### src/rtl/muldiv_unit.sv
// MIPS multiply/divide unit holding the architectural HI/LO registers.
// Multiply uses a combinational product released after MUL_LAT cycles; divide is a 34-cycle restoring divider.
module muldiv_unit #(
  parameter int MUL_LAT = 3
) (
  input  logic        clk,
  input  logic        reset,
  input  logic        start,
  input  logic [1:0]  op,
  input  logic        wr_hi,
  input  logic        wr_lo,
  input  logic [31:0] rs_data,
  input  logic [31:0] rt_data,
  output logic        busy,
  output logic        done,
  output logic [31:0] hi,
  output logic [31:0] lo
);

  typedef enum logic [2:0] {IDLE, MUL, DIV_SETUP, DIV_ITER, DIV_FIX} state_t;

  state_t      state;
  logic        uns_q;
  logic [31:0] a_q, b_q;
  logic [2:0]  mul_cnt;
  logic [4:0]  iter_cnt;
  logic [31:0] rem, quo, dvsr;

  logic [63:0] ext_a, ext_b, prod;
  logic        sgn;
  logic [31:0] abs_a, abs_b;
  logic [32:0] rem_sh;
  logic        ge;
  logic [31:0] rem_next, q_fix, r_fix;

  always_comb begin
    sgn      = ~uns_q;
    ext_a    = {{32{sgn & a_q[31]}}, a_q};
    ext_b    = {{32{sgn & b_q[31]}}, b_q};
    prod     = ext_a * ext_b;
    abs_a    = (sgn & a_q[31]) ? -a_q : a_q;
    abs_b    = (sgn & b_q[31]) ? -b_q : b_q;
    // Quotient register starts as the dividend; its MSB feeds the partial remainder.
    rem_sh   = {rem, quo[31]};
    ge       = rem_sh >= {1'b0, dvsr};
    rem_next = ge ? 32'(rem_sh - {1'b0, dvsr}) : rem_sh[31:0];
    q_fix    = (sgn & (a_q[31] ^ b_q[31])) ? -quo : quo;
    r_fix    = (sgn & a_q[31]) ? -rem : rem;
  end

  always_ff @(posedge clk or negedge reset) begin
    if (!reset) begin
      state    <= IDLE;
      uns_q    <= 1'b0;
      a_q      <= '0;
      b_q      <= '0;
      mul_cnt  <= '0;
      iter_cnt <= '0;
      rem      <= '0;
      quo      <= '0;
      dvsr     <= '0;
      busy     <= 1'b0;
      done     <= 1'b0;
      hi       <= '0;
      lo       <= '0;
    end else begin
      done <= 1'b0;
      case (state)
        IDLE: begin
          if (start) begin
            uns_q <= op[0];
            a_q   <= rs_data;
            b_q   <= rt_data;
            busy  <= 1'b1;
            if (op[1]) begin
              state <= DIV_SETUP;
            end else begin
              state   <= MUL;
              mul_cnt <= 3'(MUL_LAT - 1);
            end
          end else begin
            if (wr_hi) hi <= rs_data;
            if (wr_lo) lo <= rt_data;
          end
        end
        MUL: begin
          if (mul_cnt == 3'd0) begin
            hi    <= prod[63:32];
            lo    <= prod[31:0];
            busy  <= 1'b0;
            done  <= 1'b1;
            state <= IDLE;
          end else begin
            mul_cnt <= mul_cnt - 3'd1;
          end
        end
        DIV_SETUP: begin
          rem      <= '0;
          quo      <= abs_a;
          dvsr     <= abs_b;
          iter_cnt <= 5'd31;
          state    <= DIV_ITER;
        end
        DIV_ITER: begin
          rem <= rem_next;
          quo <= {quo[30:0], ge};
          if (iter_cnt == 5'd0) state <= DIV_FIX;
          else iter_cnt <= iter_cnt - 5'd1;
        end
        DIV_FIX: begin
          // A zero divisor bypasses the iteration result entirely.
          if (b_q == 32'd0) begin
            hi <= a_q;
            lo <= 32'hFFFF_FFFF;
          end else begin
            hi <= r_fix;
            lo <= q_fix;
          end
          busy  <= 1'b0;
          done  <= 1'b1;
          state <= IDLE;
        end
        default: state <= IDLE;
      endcase
    end
  end

endmodule
### config.mk
export PLATFORM = sky130hd
export DESIGN_NAME = muldiv_unit
export DESIGN_NICKNAME = d
export VERILOG_FILES = /design/src/rtl/muldiv_unit.sv
export SDC_FILE = /design/constraint.sdc
export NUM_CORES = 2
export LEC_CHECK = 0
export BUFFER_PORTS_ARGS = -buffer_cell sky130_fd_sc_hd__buf_2
export CAP_MARGIN = 20
export CORE_MARGIN = 2
export CORE_UTILIZATION = 62
export CTS_CLUSTER_SIZE = 40
export DETAILED_ROUTE_END_ITERATION = 10
export GPL_TIMING_DRIVEN = 0
export MAX_ROUTING_LAYER = met4
export PLACE_DENSITY = 0.79
export SLEW_MARGIN = 0
export SYNTH_ARGS = -nofsm -noshare
export SYNTH_HDL_FRONTEND = slang
export SYNTH_SLANG_ARGS = --single-unit
export TNS_END_PERCENT = 100
### constraint.sdc
create_clock -name clk -period 11.5 [get_ports clk]
set_input_delay 1.15 -clock clk [delete_from_list [all_inputs] [get_ports clk]]
set_output_delay 1.15 -clock clk [all_outputs]
set_load 0.05 [all_outputs]
==> out/metrics.cfg <==
[outcome]
status = finished clean

[synth]
synthCells = 5989
synth_top_area_frac = 0.424
synth_edf_count = 0
synth.distinct_cells = 79
ys_top_cells_by_area = fa_1 (42%), dfrtp_1 (11%), inv_1 (8.4%), nand2_1 (6.5%), ha_1 (6.0%)
ys_dominant_reg_cell = dfrtp_1
yosysSeqAreaShare = 0.112
synth_fp_nets = 7439
async_flop_share = 1.00
ys_ff_latch = 238
syn-cell-area_sq_um = 53100
ys_warn_count = 0
synth_area_leader_cell = fa_1
syn_avg_cell_area_sq_um = 8.87

[floorplan]
initial_utilization = 0.625
die-area_sq_um = 88000
rows = 107
die_h_microns = 297
ios = 137
core_area_sq_um = 85000
die_w_microns = 297

[cts]
cts_tree = built
clk_root_buffer_cell = clkbuf_16
hold_buffers = 0
clock_sinks = 238
cts.htree.levels = 1
numCtsBuffers = 24
clock_path_buffers = 3
cts.clk_slew.worst_paths_ps = 70
clock_latency_ps = 590

[sta]
setup_viol = 0
rsz0062_at_grt = no
slew_violations = 0
skew_ps = 42.6
final_hold_viol_count = 0
finalCritPeriodShare = 0.979
fmax_ghz = 0.0889
slew_headroom = 0.100
whs_ps = 471
tns_ps = 0
min_period_ps = 11250
worst-slew-pin-transition_ps = 1350

[final_layout]
n_fill_cell = 7198
mostFrequentLayoutCells = inv_1 (1193), fa_1 (1125), nand2_1 (913)
fin_nets = 7631
layout_commonest_cell = inv_1
syn_to_final_growth_pct = 6.42
finalInstanceArea_sq_um = 56500
final_util = 0.665
drive_above_1_share = 0.0508

[setup_path]
cp_max_fo = 10
cp.depth = 27
cpMostUsedCell = fa_1
crit_path_top_delay_cell = buf_1
crit_buf_inv = 8
r2r-end = hi[28]
startpoint = uns_q
reg2reg_from = uns_q
crit_required_ps = 11940
critPathTopFamily = adder cells
cp-endpoint = hi[28]
rrSetupSlack_ps = 250
arrival_ps = 11690
worstSetupStartpointType = register
crit_type = register to register
crit_path_end_kind = register
slowest_delay_ps = 780
rr_worst_depth = 27

[global_routing]
grt_antenna_before_repair = 17
grt_pass1_vias = 46100
grt_max_degree = 112
grt_pass1_wl_microns = 306000
track_usage = 0.507
grt_overflow_total = 0

[detailed_routing]
viasPerCell = 6.27
drcViolationCount = 0
finalWirelength_microns = 210000
vias = 46100
dr.pass1.iters = 7
antenna_left = 0
drt_iter0_drc = 6099
drt-wirelength-per-cell_microns = 28.6

[placed_design]
dpl.hpwl_microns = 172000
postPlaceCellArea_sq_um = 55400
portBuffers = 136
gp_congestion = 1.16

[hold_path]
min_path_type = input pin to asynchronous set/reset pin

[job]
max_cap_viol_count = 0

-- cell usage after synthesis (16+ instances only) --
master,number
a211oi_1,43
a21o_1,33
a21oi_1,235
a221oi_1,39
a31oi_1,37
and2_1,365
buf_1,73
clkbuf_1,300
dfrtp_1,238
fa_1,1126
ha_1,253
inv_1,1194
mux2_2,59
mux2i_1,33
nand2_1,913
nand2b_1,21
nand3_1,48
nand4_1,16
nor2_1,220
nor2b_1,20
nor3_1,42
nor4_1,24
o211ai_1,16
o21a_1,16
o21ai_0,203
o22ai_1,17
o31ai_1,19
or3_1,23
xnor2_1,114
xor2_1,81
-- layer usage --
metal,vias up,share of wire,wire (microns),track usage
met4,0,0.091,19200,0.352
li1,18600,-,-,-
met5,-,0,0,-
met2,3619,0.40,84100,0.665
met1,23100,0.35,74600,0.642
met3,829,0.15,32500,0.194
-- through the flow --
step / instances / setup WS [ps]
5_1_grt: 7352 / 72.6
3_3_place_gp: 7269 / -1100
3_5_place_dp: 7281 / -1100
6_report: 7360 / 247
2_1_floorplan: 5989 / 2540
4_1_cts: 7324 / 35.5
-- sequential cells by signal (all words and copies together) (netlist names), 3 cells and up --
register  cells
lo           32
quo          32
dvsr         32
rem          32
state         3
a_q          32
iter_cnt      5
b_q          32
mul_cnt       3
hi           32
-- layout make-up --
| type | instances | area, sq um | share of cell area |
|---|---|---|---|
| Inverter | 1195 | 4490 | 0.0794 |
| Clock inverter | 7 | 77.6 | 0.00137 |
| Buffer | 389 | 1510 | 0.0268 |
| Multi-Input combinational cell | 4167 | 41200 | 0.728 |
| Tap cell | 1144 | 1430 | 0.0253 |
| Sequential cell | 238 | 5960 | 0.105 |
| Timing Repair Buffer | 166 | 1110 | 0.0196 |
| Antenna cell | 18 | 45.0 | 0.000797 |
| Clock buffer | 36 | 726 | 0.0128 |
-- worst min path at each step --
stage               start  slack, ps         end
2_1_floorplan  mul_cnt[0]        440  mul_cnt[0]
3_3_place_gp   mul_cnt[0]        460  mul_cnt[0]
3_5_place_dp   mul_cnt[0]        470  mul_cnt[0]
4_1_cts        mul_cnt[0]        480  mul_cnt[0]
5_1_grt            hi[23]        500      hi[23]
6_report            reset        470      rem[5]
-- what timing repair did --
item                                    CTS  global route
pin swaps                                 0             1
gates resized for setup                   6             5
setup buffers                             0             7
gates cloned                              0             0
endpoints found under the setup margin   13            10
-- kinds of logic (layout without fill, tap and decap cells) --
kind of cell    Yosys count  in the layout  synth area share
mux                      93             93            0.0190
buf+inv                1584           1793             0.113
fa+ha+maj              1379           1379             0.484
compound gates          746            746            0.0866
other cells               0             18                 0
xor+xnor                195            195            0.0322
flops                   238            238             0.112
simple gates           1754           1754             0.153
Power is not shown: default switching activity piles up to over one toggle a cycle in this logic, so the estimate is an artifact.
